$ cat config.mk
export PLATFORM = sky130hd
export DESIGN_NAME = core_seq_flat
export DESIGN_NICKNAME = d
export VERILOG_FILES = /design/src/rtl/core_seq_pkg.sv /design/src/rtl/core_seq_if.sv /design/src/rtl/core_seq_timeout.sv /design/src/rtl/core_seq.sv /design/src/flat_wrapper.sv
export SDC_FILE = /design/constraint.sdc
export NUM_CORES = 1
export LEC_CHECK = 0
export BUFFER_PORTS_ARGS = -buffer_cell sky130_fd_sc_hd__buf_4
export CAP_MARGIN = 25
export CORE_ASPECT_RATIO = 0.75
export CORE_UTILIZATION = 46
export CTS_BUF_LIST = sky130_fd_sc_hd__clkbuf_8
export CTS_CLUSTER_DIAMETER = 120
export DETAILED_ROUTE_END_ITERATION = 7
export PLACE_DENSITY_LB_ADDON = 0.25
export SLEW_MARGIN = 20
export SYNTH_ARGS = -nofsm -noshare
export SYNTH_HDL_FRONTEND = slang
export SYNTH_SLANG_ARGS = --single-unit
$ cat constraint.sdc
create_clock -name clk -period 2 [get_ports clk]
set_clock_uncertainty 0.15 [all_clocks]
set_input_delay 0.2 -clock clk [delete_from_list [all_inputs] [get_ports clk]]
set_output_delay 0.2 -clock clk [all_outputs]
set_load 0.01 [all_outputs]
$ cat src/rtl/core_seq_pkg.sv
// Shared constants for the RV32I multi-cycle sequencer: FSM state encoding,
// base opcodes, the canonical NOP and a legal-opcode check.
package core_seq_pkg;

    typedef enum logic [2:0] {
        FETCH  = 3'd0,
        DECODE = 3'd1,
        EXEC   = 3'd2,
        MEM    = 3'd3,
        WB     = 3'd4,
        HALT   = 3'd5,
        TRAP   = 3'd6
    } state_t;

    localparam logic [6:0] OPCODE_LUI      = 7'b0110111;
    localparam logic [6:0] OPCODE_AUIPC    = 7'b0010111;
    localparam logic [6:0] OPCODE_JAL      = 7'b1101111;
    localparam logic [6:0] OPCODE_JALR     = 7'b1100111;
    localparam logic [6:0] OPCODE_BRANCH   = 7'b1100011;
    localparam logic [6:0] OPCODE_LOAD     = 7'b0000011;
    localparam logic [6:0] OPCODE_STORE    = 7'b0100011;
    localparam logic [6:0] OPCODE_OP_IMM   = 7'b0010011;
    localparam logic [6:0] OPCODE_OP       = 7'b0110011;
    localparam logic [6:0] OPCODE_MISC_MEM = 7'b0001111;
    localparam logic [6:0] OPCODE_SYSTEM   = 7'b1110011;

    // addi x0, x0, 0
    localparam logic [31:0] INSN_NOP = 32'h0000_0013;

    function automatic logic is_legal_opcode(input logic [6:0] op);
        case (op)
            OPCODE_LUI, OPCODE_AUIPC, OPCODE_JAL, OPCODE_JALR, OPCODE_BRANCH,
            OPCODE_LOAD, OPCODE_STORE, OPCODE_OP_IMM, OPCODE_OP,
            OPCODE_MISC_MEM, OPCODE_SYSTEM: return 1'b1;
            default:                        return 1'b0;
        endcase
    endfunction

endpackage

$ cat src/rtl/core_seq_if.sv
// Sequencer boundary: imem/dmem handshakes, decode/control hand-off and status.
// CORE_SEQ_PERF_EN adds the stall_cnt_o performance counter.
interface core_seq_if #(
    parameter int AWIDTH = 32,
    parameter int DWIDTH = 32
);
    logic              imem_req_o;
    logic [AWIDTH-1:0] imem_addr_o;
    logic              imem_ack_i;
    logic [DWIDTH-1:0] imem_rdata_i;
    logic [DWIDTH-1:0] insn_o;
    logic [AWIDTH-1:0] pc_o;
    logic [6:0]        opcode_i;
    logic              regwren_i;
    logic              memren_i;
    logic              memwren_i;
    logic              pcsel_i;
    logic [AWIDTH-1:0] target_i;
    logic              dmem_req_o;
    logic              dmem_we_o;
    logic              dmem_ack_i;
    logic              dec_en_o;
    logic              ex_en_o;
    logic              rf_we_o;
    logic              retire_o;
    logic [31:0]       instret_o;
    logic              halt_o;
    logic              trap_o;
    logic [2:0]        state_o;
`ifdef CORE_SEQ_PERF_EN
    logic [31:0]       stall_cnt_o;
`endif

    modport master (
`ifdef CORE_SEQ_PERF_EN
        output stall_cnt_o,
`endif
        output imem_req_o, imem_addr_o, insn_o, pc_o, dmem_req_o, dmem_we_o,
               dec_en_o, ex_en_o, rf_we_o, retire_o, instret_o, halt_o,
               trap_o, state_o,
        input  imem_ack_i, imem_rdata_i, opcode_i, regwren_i, memren_i,
               memwren_i, pcsel_i, target_i, dmem_ack_i
    );

    modport slave (
`ifdef CORE_SEQ_PERF_EN
        input  stall_cnt_o,
`endif
        input  imem_req_o, imem_addr_o, insn_o, pc_o, dmem_req_o, dmem_we_o,
               dec_en_o, ex_en_o, rf_we_o, retire_o, instret_o, halt_o,
               trap_o, state_o,
        output imem_ack_i, imem_rdata_i, opcode_i, regwren_i, memren_i,
               memwren_i, pcsel_i, target_i, dmem_ack_i
    );

endinterface

$ cat src/rtl/core_seq_timeout.sv
// Memory-ack wait counter shared by FETCH and MEM; expired is high on the
// LIMIT-th consecutive waiting cycle.
module core_seq_timeout #(
    parameter int LIMIT = 16
) (
    input  logic clk,
    input  logic rst,
    input  logic clear,
    input  logic count,
    output logic expired
);
    localparam int CW = $clog2(LIMIT + 1);

    logic [CW-1:0] cnt;

    assign expired = (cnt == CW'(LIMIT - 1));

    // NOTE: sequential state uses non-blocking assignments so every flop
    // samples pre-edge values regardless of block ordering.
    always_ff @(posedge clk or negedge rst) begin
        if (!rst) begin
            cnt <= '0;
        end else if (clear) begin
            cnt <= '0;
        end else if (count && !expired) begin
            cnt <= cnt + CW'(1);
        end
    end

endmodule

$ cat src/rtl/core_seq.sv
// RV32I multi-cycle sequencer: FETCH/DECODE/EXEC/MEM/WB ordering, PC, memory
// handshakes and retire accounting. CORE_SEQ_PERF_EN adds stall_cnt_o.
module core_seq
    import core_seq_pkg::*;
#(
    parameter int              AWIDTH      = 32,
    parameter int              DWIDTH      = 32,
    parameter logic [AWIDTH-1:0] RESET_PC  = 32'h0100_0000,
    parameter int              ACK_TIMEOUT = 16
) (
    input logic        clk,
    input logic        rst,
    core_seq_if.master bus
);
    state_t            state;
    logic              fetch_req;
    logic [AWIDTH-1:0] pc;
    logic [DWIDTH-1:0] insn;
    logic [31:0]       instret;
    logic              dmem_req, dmem_we, dec_en, ex_en, rf_we, retire, halt, trap;

    logic              waiting, ack_now, expired, misaligned;
    logic [AWIDTH-1:0] next_pc;

    assign waiting    = (state == FETCH) || (state == MEM);
    assign ack_now    = (state == FETCH) ? bus.imem_ack_i : bus.dmem_ack_i;
    assign misaligned = bus.pcsel_i && bus.target_i[1];
    assign next_pc    = bus.pcsel_i ? (bus.target_i & ~AWIDTH'(1)) : pc + AWIDTH'(4);

    core_seq_timeout #(.LIMIT(ACK_TIMEOUT)) u_timeout (
        .clk    (clk),
        .rst    (rst),
        .clear  (!waiting),
        .count  (waiting && !ack_now),
        .expired(expired)
    );

    always_ff @(posedge clk or negedge rst) begin
        if (!rst) begin
            state     <= FETCH;
            fetch_req <= 1'b1;
            pc        <= RESET_PC;
            insn      <= DWIDTH'(INSN_NOP);
            instret   <= '0;
            dmem_req  <= 1'b0;
            dmem_we   <= 1'b0;
            dec_en    <= 1'b0;
            ex_en     <= 1'b0;
            rf_we     <= 1'b0;
            retire    <= 1'b0;
            halt      <= 1'b0;
            trap      <= 1'b0;
        end else begin
            dec_en <= 1'b0;
            ex_en  <= 1'b0;
            rf_we  <= 1'b0;
            retire <= 1'b0;
            case (state)
                FETCH: begin
                    if (bus.imem_ack_i) begin
                        insn      <= bus.imem_rdata_i;
                        fetch_req <= 1'b0;
                        dec_en    <= 1'b1;
                        state     <= DECODE;
                    end else if (expired) begin
                        fetch_req <= 1'b0;
                        trap      <= 1'b1;
                        state     <= TRAP;
                    end
                end
                DECODE: begin
                    ex_en <= 1'b1;
                    state <= EXEC;
                end
                EXEC: begin
                    if (!is_legal_opcode(bus.opcode_i)) begin
                        trap  <= 1'b1;
                        state <= TRAP;
                    end else if (bus.opcode_i == OPCODE_SYSTEM) begin
                        halt  <= 1'b1;
                        state <= HALT;
                    end else if (bus.memren_i || bus.memwren_i) begin
                        dmem_req <= 1'b1;
                        dmem_we  <= bus.memwren_i;
                        state    <= MEM;
                    end else begin
                        // Strobes suppressed up front when WB will fault
                        rf_we  <= bus.regwren_i && !misaligned;
                        retire <= !misaligned;
                        state  <= WB;
                    end
                end
                MEM: begin
                    if (bus.dmem_ack_i) begin
                        dmem_req <= 1'b0;
                        dmem_we  <= 1'b0;
                        rf_we    <= bus.regwren_i && !misaligned;
                        retire   <= !misaligned;
                        state    <= WB;
                    end else if (expired) begin
                        dmem_req <= 1'b0;
                        dmem_we  <= 1'b0;
                        trap     <= 1'b1;
                        state    <= TRAP;
                    end
                end
                WB: begin
                    if (misaligned) begin
                        trap  <= 1'b1;
                        state <= TRAP;
                    end else begin
                        pc        <= next_pc;
                        instret   <= instret + 32'd1;
                        fetch_req <= 1'b1;
                        state     <= FETCH;
                    end
                end
                HALT, TRAP: ;
                default: begin
                    trap  <= 1'b1;
                    state <= TRAP;
                end
            endcase
        end
    end

`ifdef CORE_SEQ_PERF_EN
    logic [31:0] stall_cnt;

    always_ff @(posedge clk or negedge rst) begin
        if (!rst) begin
            stall_cnt <= '0;
        end else if (((state == FETCH && bus.imem_req_o) || (state == MEM && dmem_req))
                     && !ack_now && stall_cnt != '1) begin
            stall_cnt <= stall_cnt + 32'd1;
        end
    end

    assign bus.stall_cnt_o = stall_cnt;
`endif

    // NOTE: the fetch request flop resets to 1 so fetch starts the cycle reset
    // releases; gating with rst keeps it low, and drops it at once, under reset.
    assign bus.imem_req_o  = fetch_req && rst;
    assign bus.imem_addr_o = pc;
    assign bus.pc_o        = pc;
    assign bus.insn_o      = insn;
    assign bus.instret_o   = instret;
    assign bus.dmem_req_o  = dmem_req;
    assign bus.dmem_we_o   = dmem_we;
    assign bus.dec_en_o    = dec_en;
    assign bus.ex_en_o     = ex_en;
    assign bus.rf_we_o     = rf_we;
    assign bus.retire_o    = retire;
    assign bus.halt_o      = halt;
    assign bus.trap_o      = trap;
    assign bus.state_o     = state;

endmodule

$ cat src/flat_wrapper.sv
// flat-port wrapper written by rule: the top's interface ports become plain ports
module core_seq_flat import core_seq_pkg::*;
#(
    parameter int              AWIDTH      = 32,
    parameter int              DWIDTH      = 32,
    parameter logic [AWIDTH-1:0] RESET_PC  = 32'h0100_0000,
    parameter int              ACK_TIMEOUT = 16
)
  (clk, rst, bus_imem_req_o, bus_imem_addr_o, bus_insn_o, bus_pc_o, bus_dmem_req_o, bus_dmem_we_o, bus_dec_en_o, bus_ex_en_o, bus_rf_we_o, bus_retire_o, bus_instret_o, bus_halt_o, bus_trap_o, bus_state_o, bus_imem_ack_i, bus_imem_rdata_i, bus_opcode_i, bus_regwren_i, bus_memren_i, bus_memwren_i, bus_pcsel_i, bus_target_i, bus_dmem_ack_i);
  core_seq_if #(.AWIDTH(AWIDTH), .DWIDTH(DWIDTH)) bus_i ();
  input logic clk;
  input logic rst;
  output wire logic [$bits(bus_i.imem_req_o)-1:0] bus_imem_req_o;
  output wire logic [$bits(bus_i.imem_addr_o)-1:0] bus_imem_addr_o;
  output wire logic [$bits(bus_i.insn_o)-1:0] bus_insn_o;
  output wire logic [$bits(bus_i.pc_o)-1:0] bus_pc_o;
  output wire logic [$bits(bus_i.dmem_req_o)-1:0] bus_dmem_req_o;
  output wire logic [$bits(bus_i.dmem_we_o)-1:0] bus_dmem_we_o;
  output wire logic [$bits(bus_i.dec_en_o)-1:0] bus_dec_en_o;
  output wire logic [$bits(bus_i.ex_en_o)-1:0] bus_ex_en_o;
  output wire logic [$bits(bus_i.rf_we_o)-1:0] bus_rf_we_o;
  output wire logic [$bits(bus_i.retire_o)-1:0] bus_retire_o;
  output wire logic [$bits(bus_i.instret_o)-1:0] bus_instret_o;
  output wire logic [$bits(bus_i.halt_o)-1:0] bus_halt_o;
  output wire logic [$bits(bus_i.trap_o)-1:0] bus_trap_o;
  output wire logic [$bits(bus_i.state_o)-1:0] bus_state_o;
  input wire logic [$bits(bus_i.imem_ack_i)-1:0] bus_imem_ack_i;
  input wire logic [$bits(bus_i.imem_rdata_i)-1:0] bus_imem_rdata_i;
  input wire logic [$bits(bus_i.opcode_i)-1:0] bus_opcode_i;
  input wire logic [$bits(bus_i.regwren_i)-1:0] bus_regwren_i;
  input wire logic [$bits(bus_i.memren_i)-1:0] bus_memren_i;
  input wire logic [$bits(bus_i.memwren_i)-1:0] bus_memwren_i;
  input wire logic [$bits(bus_i.pcsel_i)-1:0] bus_pcsel_i;
  input wire logic [$bits(bus_i.target_i)-1:0] bus_target_i;
  input wire logic [$bits(bus_i.dmem_ack_i)-1:0] bus_dmem_ack_i;
  assign bus_imem_req_o = bus_i.imem_req_o;
  assign bus_imem_addr_o = bus_i.imem_addr_o;
  assign bus_insn_o = bus_i.insn_o;
  assign bus_pc_o = bus_i.pc_o;
  assign bus_dmem_req_o = bus_i.dmem_req_o;
  assign bus_dmem_we_o = bus_i.dmem_we_o;
  assign bus_dec_en_o = bus_i.dec_en_o;
  assign bus_ex_en_o = bus_i.ex_en_o;
  assign bus_rf_we_o = bus_i.rf_we_o;
  assign bus_retire_o = bus_i.retire_o;
  assign bus_instret_o = bus_i.instret_o;
  assign bus_halt_o = bus_i.halt_o;
  assign bus_trap_o = bus_i.trap_o;
  assign bus_state_o = bus_i.state_o;
  assign bus_i.imem_ack_i = bus_imem_ack_i;
  assign bus_i.imem_rdata_i = bus_imem_rdata_i;
  assign bus_i.opcode_i = bus_opcode_i;
  assign bus_i.regwren_i = bus_regwren_i;
  assign bus_i.memren_i = bus_memren_i;
  assign bus_i.memwren_i = bus_memwren_i;
  assign bus_i.pcsel_i = bus_pcsel_i;
  assign bus_i.target_i = bus_target_i;
  assign bus_i.dmem_ack_i = bus_dmem_ack_i;
  core_seq #(.AWIDTH(AWIDTH), .DWIDTH(DWIDTH), .RESET_PC(RESET_PC), .ACK_TIMEOUT(ACK_TIMEOUT)) u_core (.clk(clk), .rst(rst), .bus(bus_i));
endmodule
==> impl_metrics.yaml, run 1 <==
yosys:
  synth-edff-count: 0
  yosys.cell_types.count: 58
  yosysWarnings: 0
  synth_flop_cell: "dfrtp_1"
  syn_inst: 567
  ys_ff_latch: 112
  yosysSeqAreaShare: 0.487
  async_flop_share: 1.00
  syn_area_per_cell_um2: 10.2
  syn-cell-area_um2: 5770
floorplanning:
  dieArea_um2: 13000
  core.rowCount: 35
  core_area_um2: 12300
  start_util: 0.470
  die_w_um: 131
  die_h_um: 99.0
  io_pins: 219
global_routing:
  grt_max_degree: 113
  grt_remaining_overflow: 0
  antenna_found_initial: 0
  grt_pass1_wl_um: 26400
  grt_pass1_vias: 5224
  grt.total_usage: 0.257
hold_path:
  hold_end: "u_core.fetch_req$_DFFE_PN1P_"
  min_from: "bus_imem_ack_i"
  whs_path_depth: 4
  hold_class: "in -> reg"
drt:
  wl_per_cell_um: 16.3
  first_iter_violations: 320
  vias_per_cell: 5.30
  via_count: 5479
  ant_nets: 0
  routed_wl_um: 16900
  drt_pre_antenna_iters: 5
  drc_errors: 0
critical_path:
  crit_chain: "ha_4 -> nand3_4 -> nor4_4 -> buf_6 -> a311oi_1 -> a41o_1 -> nor2_1"
  worstPathRequired_ns: 2.16
  cp_max_fo: 8
  startpoint_type: "register"
  crit_family: "simple AND/OR/NAND/NOR gates"
  path_buf_inv: 1
  r2r-start: "u_core.bus.imem_addr_o[2]$_DFFE_PN0P_"
  cp.arrival_ns: 2.10
  criticalPathCategory: "reg -> reg"
  rrSetupSlack_ns: 0.07
  cp_slowest_cell: "dfrtp_2"
  cp-end-kind: "register"
  critical_path.max_stage_delay_ns: 0.45
  ff2ff_path_depth: 7
  r2r_end: "u_core.bus.imem_addr_o[22]$_DFFE_PN0P_"
place:
  dpl.hpwl_um: 11100
  gp_congestion: 0.883
  dpl.cell_count: 940
  io_buffer_count: 215
  place_ws_ns: -0.0668
timing:
  worst_slew_pin_slew_ns: 0.609
  slew_viol_final: 0
  period_share: 0.967
  worst_slack_ns: 0.0664
  rsz0062_at_grt: "true"
  max_freq_mhz: 517
  slew_headroom: 0.594
  final.min_clock_period_ns: 1.93
  setup-violations-final: 0
  hold_viol_final: 0
clocking:
  clockRootBuffer: "clkbuf_8"
  cts_sinks: 112
  htreeDepth: 3
  cts_tree: "yes"
  path_clk_slew_ns: 0.11
  cts.path.max_buffers: 2
  clkLatencyLatePin_ns: 0.38
  cts_made_buffers: 9
finish:
  final_util: 0.712
  instances_no_fill: 1033
  area_delta_synth_final_pct: 51.5
  fin_nets: 945
  antennaDiodeCount: 0
  drive_gt1_frac: 0.419
power:
  p_leak_nw: 4.21
  p_per_area_nw_per_um2: 512
  vdd.ir_drop.worst_v: 0.000318
run:
  max_cap_violations: 0
run_status:
  outcome: "finished clean"
cell usage after synthesis (16+ instances only):
| cell | number | share of area |
|---|---|---|
| mux2_2 | 33 | 0.064 |
| buf_4 | 34 | 0.044 |
| nand2_1 | 53 | 0.034 |
| dfrtp_1 | 107 | 0.46 |
| nor2_1 | 39 | 0.025 |
| o21ai_0 | 22 | 0.019 |
| mux2i_1 | 16 | 0.028 |
| clkbuf_1 | 18 | 0.012 |
| xnor2_1 | 18 | 0.027 |
| a21oi_1 | 21 | 0.018 |
| nand3_1 | 30 | 0.026 |
metrics by stage:
step                      setup TNS (ns)  hold slack [ns]  area (µm²)  power [mW]
after floorplan                        0           -0.246        5770        2.61
after global placement                 0            0.205        7670        2.92
after CTS                              0           0.0187        8550        4.48
final                                  0           0.0385        8740        4.47
after detailed placement          -0.112            0.207        7670        2.93
after global routing             -0.0622           0.0569        8740        4.67
routing by layer:
metal / wire [µm] / global-route usage
met4: 612 / 0.121
met2: 8060 / 0.424
met5: 0 / 0
met3: 1010 / 0.0545
met1: 7200 / 0.325
layout by cell type, fill, tap and decap left out, types with 3 or more instances in the layout:
| master | Yosys | routed |
|---|---|---|
| xnor2_1 | 18 | 18 |
| nand3_2 | 2 | 6 |
| nor2b_1 | 5 | 4 |
| a22oi_1 | 9 | 9 |
| dfrtp_2 | 0 | 4 |
| inv_1 | 12 | 12 |
| dfstp_2 | 5 | 5 |
| nand4_1 | 15 | 15 |
| mux2_2 | 33 | 33 |
| buf_12 | 0 | 4 |
| nor3_2 | 1 | 4 |
| nand3b_1 | 3 | 3 |
| a221oi_1 | 3 | 3 |
| a221o_1 | 4 | 4 |
| o21ai_1 | 0 | 3 |
| o22ai_1 | 15 | 15 |
| nor3_1 | 15 | 12 |
| dlygate4sd3_1 | 0 | 67 |
| nand2b_1 | 4 | 4 |
| clkbuf_8 | 0 | 11 |
| and3_1 | 10 | 9 |
| nor2_1 | 39 | 38 |
| nor4_1 | 5 | 4 |
| buf_4 | 34 | 268 |
| nand2_1 | 53 | 53 |
| mux2i_1 | 16 | 16 |
| xor2_1 | 15 | 15 |
| a21oi_1 | 21 | 21 |
| or3_1 | 7 | 6 |
| nand3_1 | 30 | 25 |
| o21ai_0 | 22 | 19 |
| and2_1 | 5 | 5 |
| dfrtp_1 | 107 | 103 |
state kept, by name, indices dropped and copies added (netlist names):
register and flops:
u_core.bus.trap_o 1, u_core.bus.retire_o 1, u_core.u_timeout.cnt 5, u_core.bus.dec_en_o 1, u_core.bus.halt_o 1, u_core.bus.imem_addr_o 31, u_core.bus.dmem_req_o 1, u_core.bus.ex_en_o 1
u_core.bus.state_o 3, u_core.bus.dmem_we_o 1, u_core.bus.instret_o 32, u_core.bus.insn_o 32, u_core.bus.rf_we_o 1, u_core.fetch_req 1
cell families after synthesis:
group | after synthesis | share of synthesized area
multiplexers | 49 | 0.0922
buffers and inverters | 70 | 0.0690
flip-flops | 112 | 0.487
AO/OA/AOI/OAI | 92 | 0.104
AND/OR/NAND/NOR | 206 | 0.189
adder cells (fa/ha/maj) | 4 | 0.00868
other | 1 | 0.000650
XOR/XNOR | 33 | 0.0501
how the worst max path moves through the flow:
stage | end | cells past startpoint | from | slack [ns]
global route | u_core.bus.imem_addr_o[22]$_DFFE_PN0P_ | 7 | u_core.bus.imem_addr_o[2]$_DFFE_PN0P_ | -0.03
global placement | u_core.bus.imem_addr_o[31]$_DFFE_PN0P_ | 6 | u_core.bus.imem_addr_o[2]$_DFFE_PN0P_ | 0.06
finish | u_core.bus.imem_addr_o[22]$_DFFE_PN0P_ | 7 | u_core.bus.imem_addr_o[2]$_DFFE_PN0P_ | 0.07
floorplan | u_core.bus.imem_addr_o[20]$_DFFE_PN0P_ | 5 | u_core.bus.imem_addr_o[8]$_DFFE_PN0P_ | 0.07
CTS | u_core.bus.trap_o$_DFFE_PN0P_ | 7 | u_core.u_timeout.cnt[1]$_DFFE_PN0P_ | 0.001
detailed placement | u_core.bus.imem_addr_o[31]$_DFFE_PN0P_ | 6 | u_core.bus.imem_addr_o[2]$_DFFE_PN0P_ | -0.07
power by group:
part / internal (mW) / leakage, nW / switching [mW]
sequential: 2.34 / 1.41 / 0.0613
combinational: 0.375 / 2.70 / 0.261
clock: 0.657 / 0.106 / 0.781
total: 3.37 / 4.21 / 1.10
repair_timing:
action,in CTS,in global routing
buffers inserted,0,10
gates resized for setup,3,26
hold buffers,65,2
setup endpoints to repair,4,33
endpoints found under the hold margin,170,2
pin swaps,0,5
worst min-delay path, cell delays in order:
cell	delay, ns
buf_4	0.14
nor2_1	0.08
o41ai_1	0.06
nand2_1	0.05
cell type report:
class / count / area (µm²)
fill: 889 / 3530
sequential: 112 / 2810
timing repair buffer: 341 / 2790
multi-input combinational: 386 / 2670
tap: 166 / 208
clock buffer: 11 / 151
clock inverter: 5 / 63.8
inverter: 12 / 45.0
Power figures use the tool's default switching activity.
==> run 2, diff against run 1 <==
--- a/config.mk
+++ b/config.mk
@@ -8,7 +8,7 @@
 export BUFFER_PORTS_ARGS = -buffer_cell sky130_fd_sc_hd__buf_4
 export CAP_MARGIN = 25
 export CORE_ASPECT_RATIO = 0.75
-export CORE_UTILIZATION = 46
+export CORE_UTILIZATION = 51
 export CTS_BUF_LIST = sky130_fd_sc_hd__clkbuf_8
 export CTS_CLUSTER_DIAMETER = 120
 export DETAILED_ROUTE_END_ITERATION = 7
==> constraint.sdc (replaced) <==
create_clock -name clk -period 1.9 [get_ports clk]
set_clock_uncertainty 0.15 [all_clocks]
set_input_delay 0.19 -clock clk [delete_from_list [all_inputs] [get_ports clk]]
set_output_delay 0.19 -clock clk [all_outputs]
set_load 0.01 [all_outputs]
==> impl_metrics.yaml, run 2 (synthesis gave the netlist of run 1 again) <==
timing:
  max_freq_mhz: 505
  period_share: 1.04
  setup-violations-final: 7
  worst_slack_ns: -0.0807
  slew_viol_final: 0
  final.min_clock_period_ns: 1.98
  hold_viol_final: 0
  rsz0062_at_grt: "true"
  slew_headroom: 0.618
  worst_slew_pin_slew_ns: 0.573
run:
  max_cap_violations: 0
critical_path:
  cp.arrival_ns: 2.15
  cp-end-kind: "register"
  criticalPathCategory: "reg -> reg"
  startpoint_type: "register"
  cp_max_fo: 6
  worstPathRequired_ns: 2.07
drt:
  ant_nets: 0
  routed_wl_um: 18500
  first_iter_violations: 458
  vias_per_cell: 5.51
  via_count: 5681
  drc_errors: 34
  drt_pre_antenna_iters: 6
  wl_per_cell_um: 18.0
finish:
  multi_input_area_um2: 2770
  fin_nets: 969
  final_common_cell: "buf_4"
  antennaDiodeCount: 0
  final_cell_mix: "buf_4, dfrtp_1, dlygate4sd3_1"
  area_delta_synth_final_pct: 56.2
  fillers: 626
  final_util: 0.820
  layout.area.seq_um2: 2810
  drive_gt1_frac: 0.448
power:
  p_per_area_nw_per_um2: 528
  seqPwrFrac: 0.530
  total_power_mw: 4.76
  p_sw_mw: 1.24
  p_leak_nw: 4.36
  p_int_mw: 3.52
  swShare: 0.261
  power_frac_clock: 0.320
  vdd.ir_drop.worst_v: 0.000405
  comb_power_share: 0.150
floorplanning:
  core.rowCount: 33
  dieArea_um2: 11700
  core_area_um2: 11000
  start_util: 0.525
  die_h_um: 94.1
  io_pins: 219
  die_w_um: 125
clocking:
  cts_made_buffers: 9
  cts.path.max_buffers: 2
  clkLatencyLatePin_ns: 0.38
  cts_tree: "yes"
  cts_sinks: 112
  htreeDepth: 3
  path_clk_slew_ns: 0.12
  clockRootBuffer: "clkbuf_8"
global_routing:
  grt_pass1_wl_um: 27500
  grt_pass1_vias: 5421
  grt_remaining_overflow: 0
  antenna_found_initial: 0
  grt_max_degree: 113
  grt.total_usage: 0.300
run_status:
  outcome: "complete, but fails checks"
  violations: "design-rule violations, negative setup slack"
hold_path:
  hold_class: "in -> reg"
place:
  gp_congestion: 0.867
  io_buffer_count: 215
  dpl.hpwl_um: 11600
## run 2: changes by cell type in the layout (fill, tap and decap cells not counted), sizes merged
| cell | previous run | this run |
|---|---|---|
| inv | 13 | 16 |
| clkinvlp | 1 | 0 |
| dlygate4sd3 | 67 | 66 |
| clkbuf | 11 | 10 |
| buf | 274 | 298 |
## run 2: stage by stage
step	TNS, ns	hold slack [ns]	instances	instance area [µm²]	setup slack, ns
finish	-0.212	0.0244	1031	9010	-0.0807
global route	-0.985	0.0345	1031	9010	-0.133
CTS	0	0.000372	1018	8700	0.000899
detailed placement	-0.443	0.217	935	7780	-0.0727
global placement	-0.0443	0.213	935	7780	-0.0313
floorplan	0	-0.256	568	5780	0.00182
## run 2: critical path: stages (launching register included)
cell and delay (ns):
dfrtp_1 0.46, ha_4 0.19, nand3_4 0.07, nor4_4 0.35, buf_6 0.19, nand4_1 0.15
mux2i_1 0.26, a21oi_1 0.10
## run 2: final cells by class
cell class                      instances  share of cell area
Clock buffer                            9              0.0138
Clock inverter                          7             0.00931
Inverter                               12             0.00500
Multi-Input combinational cell        386               0.308
Sequential cell                       112               0.312
Tap cell                              140              0.0194
Timing Repair Buffer                  365               0.332
## run 2: worst paths after layout
| check | startpoint | endpoint | slack, ns | cells after the start |
|---|---|---|---|---|
| min | bus_target_i[2] | u_core.bus.imem_addr_o[2]$_DFFE_PN0P_ | 0.02 | 3 |
| max reg2reg | u_core.bus.imem_addr_o[3]$_DFFE_PN0P_ | u_core.bus.imem_addr_o[24]$_DFFE_PN1P_ | -0.08 | 7 |
| max in group asynchronous | rst | u_core.bus.imem_addr_o[8]$_DFFE_PN0P_ | 0.78 | 3 |
| max | u_core.bus.imem_addr_o[3]$_DFFE_PN0P_ | u_core.bus.imem_addr_o[24]$_DFFE_PN1P_ | -0.08 | 7 |
| min reg2reg | u_core.bus.instret_o[31]$_DFFE_PN0P_ | u_core.bus.instret_o[31]$_DFFE_PN0P_ | 0.33 | 1 |
| min in group asynchronous | rst | u_core.bus.imem_addr_o[16]$_DFFE_PN0P_ | 0.39 | 3 |
## run 2: power groups by stage
stage / clock network, mW / registers, mW / logic (mW)
final: 1.52 / 2.52 / 0.714
after global routing: 1.63 / 2.53 / 0.763
after CTS: 1.53 / 2.50 / 0.660
after detailed placement: 0 / 2.55 / 0.548
after global placement: 0 / 2.55 / 0.530
after floorplan: 0 / 2.58 / 0.165
## run 2: layer usage
layer	part of all wire	wire, µm	vias to the layer above	track usage
met5	0	0	-	0
met4	0.018	338	0	0.0977
met3	0.063	1170	32	0.0621
met2	0.51	9430	241	0.532
met1	0.41	7570	2777	0.369
li1	-	-	2631	-
## run 2: what timing repair did
action,in CTS,in global routing
cloned,0,1
hold buffers,66,0
endpoints found under the hold margin,171,0
gates resized for setup,11,43
pin swaps,4,28
endpoints found under the setup margin,21,74
setup buffers,1,12
==> run 3, diff against run 2 <==
--- a/config.mk
+++ b/config.mk
@@ -5,10 +5,11 @@
 export SDC_FILE = /design/constraint.sdc
 export NUM_CORES = 1
 export LEC_CHECK = 0
+export ABC_AREA = 1
 export BUFFER_PORTS_ARGS = -buffer_cell sky130_fd_sc_hd__buf_4
 export CAP_MARGIN = 25
 export CORE_ASPECT_RATIO = 0.75
-export CORE_UTILIZATION = 51
+export CORE_UTILIZATION = 53
 export CTS_BUF_LIST = sky130_fd_sc_hd__clkbuf_8
 export CTS_CLUSTER_DIAMETER = 120
 export DETAILED_ROUTE_END_ITERATION = 7
==> impl_metrics.yaml, run 3 <==
run_status:
  outcome: "finished clean"
power:
  vdd.ir_drop.worst_v: 0.000434
  p_per_area_nw_per_um2: 502
  p_int_mw: 3.41
  p_leak_nw: 4.80
  swShare: 0.272
  power_frac_clock: 0.340
  seqPwrFrac: 0.530
  comb_power_share: 0.129
  p_sw_mw: 1.27
timing:
  final.min_clock_period_ns: 1.79
  slew_viol_final: 0
  hold_viol_final: 0
  period_share: 0.944
  setup-violations-final: 0
  max_freq_mhz: 557
  finalSetupTns_ns: 0
yosys:
  yosysTopAreaCell: "dfrtp_1"
  yosysMostFrequentCell: "nand2_1"
  ys_ff_latch: 112
  synth_commonest_cells: "nand2_1, nor2_1, dfrtp_1"
  yosysWarnings: 0
  synth_flop_cell: "dfrtp_1"
  async_flop_share: 1.00
  synth-edff-count: 0
  yosysSeqAreaShare: 0.417
  yosysTopAreaCellShare: 0.397
  yosys.cell_types.count: 33
  synthTopCellsByArea: "dfrtp_1, nand2_1, nor2_1"
  syn_area_per_cell_um2: 6.76
  syn-cell-area_um2: 6740
  syn_inst: 997
global_routing:
  grt_max_degree: 57
  antenna_found_initial: 0
  grt_pass1_wl_um: 31700
  grt_remaining_overflow: 0
  grt.total_usage: 0.301
  grt_pass1_vias: 6661
clocking:
  cts_made_buffers: 9
  cts.path.max_buffers: 2
  cts_sinks: 112
  clockRootBuffer: "clkbuf_8"
  path_clk_slew_ns: 0.12
  cts_tree: "yes"
  htreeDepth: 3
  clkLatencyLatePin_ns: 0.38
critical_path:
  path_buf_inv: 1
  cp-end-kind: "register"
  startpoint: "u_core.bus.state_o[1]$_DFFE_PN0N_"
  cp_max_fo: 6
  critical_path.max_stage_delay_ns: 0.42
  cp_slowest_cell: "dfrtp_1"
  crit_family: "simple AND/OR/NAND/NOR gates"
  r2r-start: "u_core.bus.state_o[1]$_DFFE_PN0N_"
  crit_chain: "nor2_2 -> nand2_2 -> nor2_4 -> buf_12 -> nand2_2 -> nor2_4 -> nand2_1 -> nor2_1 -> xor2_1"
  cp.arrival_ns: 1.96
  criticalPathCategory: "reg -> reg"
  worstPathRequired_ns: 2.06
  startpoint_type: "register"
floorplanning:
  dieArea_um2: 13200
  io_pins: 219
  die_h_um: 99.7
  core.rowCount: 35
  die_w_um: 132
  start_util: 0.546
  core_area_um2: 12300
drt:
  ant_nets: 0
  routed_wl_um: 19500
  vias_per_cell: 5.09
  via_count: 7226
  drt_pre_antenna_iters: 7
  wl_per_cell_um: 13.7
  drc_errors: 0
  first_iter_violations: 550
finish:
  drive_gt1_frac: 0.238
  area_delta_synth_final_pct: 38.3
  final_cell_mix: "nand2_1, buf_4, nor2_1"
  final_common_cell: "nand2_1"
  fin_nets: 1332
  final_area_um2: 9320
  antennaDiodeCount: 0
hold_path:
  hold_class: "in -> reg"
  min_from: "bus_target_i[4]"
place:
  dpl.hpwl_um: 13700
  io_buffer_count: 215
  placed_area_um2: 8460
  gp_congestion: 0.930
run:
  max_cap_violations: 0
[run 3: power by group through the flow]
stage / sequential [mW] / clock (mW) / combinational, mW
finish: 2.48 / 1.59 / 0.606
global route: 2.49 / 1.74 / 0.664
CTS: 2.48 / 1.62 / 0.596
detailed placement: 2.52 / 0 / 0.503
global placement: 2.52 / 0 / 0.496
floorplan: 2.52 / 0 / 0.209
[run 3: worst paths after layout]
path	endpoint	cells past startpoint	slack [ns]
max	u_core.bus.instret_o[11]$_DFFE_PN0P_	9	0.11
max reg2reg	u_core.bus.instret_o[11]$_DFFE_PN0P_	9	0.11
min reg2reg	u_core.fetch_req$_DFFE_PN1P_	2	0.32
min	u_core.bus.imem_addr_o[4]$_DFFE_PN0P_	4	0.01
min in group asynchronous	u_core.bus.instret_o[0]$_DFFE_PN0P_	2	0.06
max in group asynchronous	u_core.bus.insn_o[4]$_DFFE_PN1P_	3	0.90
[run 3: logic make-up after synthesis]
group                      share of synthesized area
and+or+nand+nor                                0.405
adders and majority gates                    0.00743
DFF                                            0.417
AOI/OAI and AO/OA                             0.0470
xor gates and xnor gates                      0.0247
buffers and inverters                         0.0989
other                                       0.000556
[run 3: final cells by class]
cell class              instances  area (µm²)
multi-input cells             748        3310
fillers                       986        3030
flip-flops and latches        112        2810
repair buffers                296        2450
inverters                      82         308
well taps                     166         208
clock buffers                   9         124
clock inverters                 7         110
[run 3: what timing repair did]
action / 4_1_cts / 5_1_grt
setup endpoints to repair: 0 / 19
resized for setup: 0 / 17
setup buffers: 0 / 2
endpoints found under the hold margin: 161 / 0
hold buffers: 55 / 0
[run 3: metrics by stage]
step	setup slack, ns	hold slack, ns	utilization	std cells	total power [mW]
2_1_floorplan	0.157	-0.256	-	998	2.73
3_3_place_gp	0.0770	-0.0651	0.685	1347	3.02
3_5_place_dp	0.0311	-0.0677	0.685	1347	3.03
4_1_cts	0.0203	0.000848	0.749	1418	4.69
5_1_grt	-0.0117	0.0219	0.755	1420	4.89
6_report	0.106	0.0117	0.755	1420	4.68
[run 3: worst register-to-register path, stage by stage, from the launching register on]
cell and delay [ns]:
dfrtp_1 0.42, nor2_2 0.15, nand2_2 0.09, nor2_4 0.14, buf_12 0.13, nand2_2 0.09
nor2_4 0.12, nand2_1 0.10, nor2_1 0.18, xor2_1 0.16
[run 3: per-layer routing]
metal	global-route usage	part of all wire	vias to the layer above
li1	-	-	3577
met4	0.0920	0.016	0
met1	0.412	0.44	3258
met2	0.493	0.46	357
met3	0.0505	0.080	34
met5	0	0	-
